--- src/rtl/reg8_share_arbiter.sv ---
// Round-robin write arbiter sharing one DATA_W-bit register between two requesters.
// Each write takes IDLE -> LOAD -> ACK; the winner's data is captured at the LOAD edge.
module reg8_share_arbiter #(
  parameter int DATA_W = 8,
  parameter int CNT_W  = 4
) (
  input  logic              clk,
  input  logic              reset,
  input  logic              req0,
  input  logic [DATA_W-1:0] d0,
  input  logic              req1,
  input  logic [DATA_W-1:0] d1,
  output logic              ack0,
  output logic              ack1,
  output logic [DATA_W-1:0] q,
  output logic              owner,
  output logic              busy,
  output logic [CNT_W-1:0]  wr_cnt
);

  typedef enum logic [1:0] {
    IDLE = 2'd0,
    LOAD = 2'd1,
    ACK  = 2'd2
  } state_t;

  state_t state;
  state_t state_nxt;
  logic   prio;
  logic   winner;

  // prio names the requester that wins a tie; it flips away from whoever was just served
  always_comb begin
    state_nxt = state;
    winner    = owner;
    case (state)
      IDLE: begin
        if (req0 && req1) winner = prio;
        else              winner = req1;
        if (req0 || req1) state_nxt = LOAD;
      end
      LOAD:    state_nxt = ACK;
      ACK:     state_nxt = IDLE;
      default: state_nxt = IDLE;
    endcase
  end

  always_ff @(posedge clk) begin
    if (reset) begin
      state  <= IDLE;
      owner  <= 1'b0;
      q      <= '0;
      wr_cnt <= '0;
      prio   <= 1'b0;
    end else begin
      state <= state_nxt;
      if (state == IDLE && (req0 || req1))
        owner <= winner;
      if (state == LOAD)
        q <= owner ? d1 : d0;
      if (state == ACK) begin
        wr_cnt <= wr_cnt + CNT_W'(1);
        prio   <= ~owner;
      end
    end
  end

  assign busy = (state != IDLE);
  assign ack0 = (state == ACK) && !owner;
  assign ack1 = (state == ACK) && owner;

endmodule

--- config.mk ---
export PLATFORM = sky130hd
export DESIGN_NAME = reg8_share_arbiter
export DESIGN_NICKNAME = d
export VERILOG_FILES = /design/src/rtl/reg8_share_arbiter.sv
export SDC_FILE = /design/constraint.sdc
export NUM_CORES = 1
export LEC_CHECK = 0
export CAP_MARGIN = 20
export CORE_MARGIN = 3
export CORE_UTILIZATION = 41
export DETAILED_ROUTE_END_ITERATION = 12
export PLACE_DENSITY_LB_ADDON = 0.08
export SYNTH_ARGS = -nofsm -noshare
export SYNTH_HDL_FRONTEND = slang
export SYNTH_SLANG_ARGS = --single-unit
--- constraint.sdc ---
create_clock -name clk -period 2.21 [get_ports clk]
set_clock_uncertainty 0.2 [all_clocks]
set_input_delay 0.442 -clock clk [delete_from_list [all_inputs] [get_ports clk]]
set_output_delay 0.442 -clock clk [all_outputs]
set_load 0.01 [all_outputs]
==> qor.yml <==
outcome:
  status: "finished clean"
finish:
  instances_no_fill: 135
  antennaDiodeCount: 0
  fill_cells: 139
  postLayoutCoreUtil_pct: 71.43
  final_common_cell: "clkdlybuf4s50_1"
  nets: 134
  stdcell_area_um2: 1139
  syn_to_final_growth_pct: 55.29
  final_cell_mix: "clkdlybuf4s50_1, dfxtp_1, nor2_1"
  drive_gt1_share_pct: 13.51
power:
  power.density_nw_per_um2: 561.9
  p_leak_uw: 0.0004646
  ir_drop_uv: 366.6
clock_network:
  cts-root-buf: "clkbuf_4"
  clock_sinks: 16
  cts_hold_buf: 0
  clock_path_buffers: 2
  tritoncts: "done"
  cts.clk_slew.worst_paths_ps: 90
  htree_levels: 1
  insertion_delay_ps: 280
  cts_made_buffers: 3
timing:
  max_freq_mhz: 496.6
  fin_crit_ps: 2014
  rsz0062_at_grt: "no"
  fin_crit_sh_pct: 91.11
  finalHoldViolations: 0
  worst_pin_slew_ps: 225.3
  setup_tns_ps: 0
  finalMaxSlewViolations: 0
  setup-violations-final: 0
  maxSlewHeadroom_pct: 84.96
die:
  core_area_um2: 1594
  die_h_um: 48.29
  initial_core_util_pct: 46.00
  io_pins: 36
  row_count: 14
  die-area_um2: 2332
  dieWidth_um: 48.29
detailed_routing:
  num_vias: 653
  ant_nets: 0
  drt-total-wl_um: 1749
  drc: 0
  wl_per_cell_um: 12.96
  drtIter0Drc: 12
  viasPerCell: 4.837
  dr.pass1.iters: 3
worst_setup_path:
  arrival_ps: 1370
  cp_slowest_stage_delay_ps: 550
  cp_max_fo: 7
  path_class: "reg -> out"
  worstRegToRegCells: 4
  start_kind: "flop"
  r2r_end: "wr_cnt[3]"
  critical-path-top-delay-family: "buffers and inverters"
  path_cells: "buf_4, clkdlybuf4s50_1"
  critPathSlowestCell: "clkdlybuf4s50_1"
  worstReg2RegStart: "state[0]"
  cp-end-kind: "primary output"
  crit_buf_inv: 2
  required_ps: 1570
  reg2reg_slack_ps: 740
hold_path:
  hold-path-endpoint: "q[5]"
  hold_class: "reg -> reg"
  holdPathStages: 2
  hold_start: "q[5]"
synthesis:
  ys_types: 24
  synth_nets: 94
  seq_area_frac_synth_pct: 43.69
  syn_area_um2: 733.2
  ys_warn_count: 0
  synth_area_per_cell_um2: 10.04
  syn_inst: 73
  ys_ff_latch: 16
job:
  maxCapViolCount: 0
grt:
  grt_pass1_wl_um: 2718
  first_global_vias: 629
  antenna_found_initial: 0
  overflow: 0
  grt_max_degree: 18
  track_usage_pct: 17.07
place:
  place_hpwl_um: 1356
  dp_cells: 131
  port_buffers: 35
  placed_area_um2: 1105
  place_congestion: 0.7850
## synthesized netlist by cell type (all sizes together)
cell type,instances,share of area (%)
dfxtp,16,44
nor2,15,7.7
mux2i,9,12
a211oi,8,8.9
buf,5,5.8
nor2b,4,3.4
inv,2,1.0
nor3,2,2.0
a21oi,1,0.68
and2,1,1.2
and2b,1,1.0
clkbuf,1,0.51
ha,1,1.7
mux2,1,2.0
nand3b,1,1.0
nand4,1,2.9
o211ai,1,1.0
o21ai,1,0.68
xnor2,1,1.2
xor2,1,1.2
## worst max-delay path by stage
stage                     cells past startpoint  endpoint     start
after floorplan                               3      ack0  state[0]
after global placement                        3      ack1  state[0]
after detailed placement                      3      ack1  state[0]
after CTS                                     3      ack0  state[0]
after global routing                          3      busy  state[1]
final                                         2     owner     owner
## sequential cells by signal, summed over array words and instances, names as in the netlist
| name | cells |
|---|---|
| wr_cnt | 4 |
| owner | 1 |
| state | 2 |
| prio | 1 |
| q | 8 |
## report_power, final
group | total, µW | internal [µW] | switching [µW]
logic | 166 | 99.4 | 66.3
registers | 323 | 309 | 14.0
clock network | 151 | 63.2 | 87.8
## routing by layer
metal  part of all wire (%)  vias to the layer above  wire length (µm)  global-route usage (%)
met1                     45                      301               786                   22.05
met3                    5.7                        4               100                   4.797
met2                     48                       22               839                   26.04
met4                    1.3                        0                22                   8.065
li1                       -                      326                 -                       -
met5                      0                        -                 0                       0
## timing repair
item	4_1_cts	5_1_grt
gates cloned	0	0
buffers inserted	1	0
endpoints found under the setup margin	2	1
gates resized for setup	3	1
## per-stage QoR
stage,total power [µW],hold WS [ps],setup slack (ps)
finish,639.8,300.9,196.5
global route,678.6,327.7,102.3
CTS,647.1,303.1,2.363
detailed placement,494.3,290.5,152.1
global placement,488.6,286.2,190.6
floorplan,408.1,270.5,746.4
## worst register-to-register path, cell delays in order, from the launching register on
cell and delay, ps:
dfxtp_1 340, and2b_4 280, buf_4 150, nand4_4 100, mux2_4 300
## cell type report
class                   count  area [µm²]  area share [%]
repair buffers             41       396.6           34.84
well taps                  24       30.03           2.637
inverters                   2       7.507          0.6593
multi-input cells          49       361.6           31.76
flip-flops and latches     16       320.3           28.13
clock buffers               3       22.52           1.978
## cell families (layout without fill, tap and decap cells)
logic type | Yosys count | in the layout | share of synthesized area, %
AOI/OAI and AO/OA | 11 | 11 | 11.26
xor gates and xnor gates | 2 | 2 | 2.390
adders and majority gates | 1 | 1 | 1.706
buffers and inverters | 8 | 46 | 7.336
DFF | 16 | 16 | 43.69
muxes | 10 | 10 | 14.33
and+or+nand+nor | 25 | 25 | 19.28
Power figures use the tool's default switching activity.
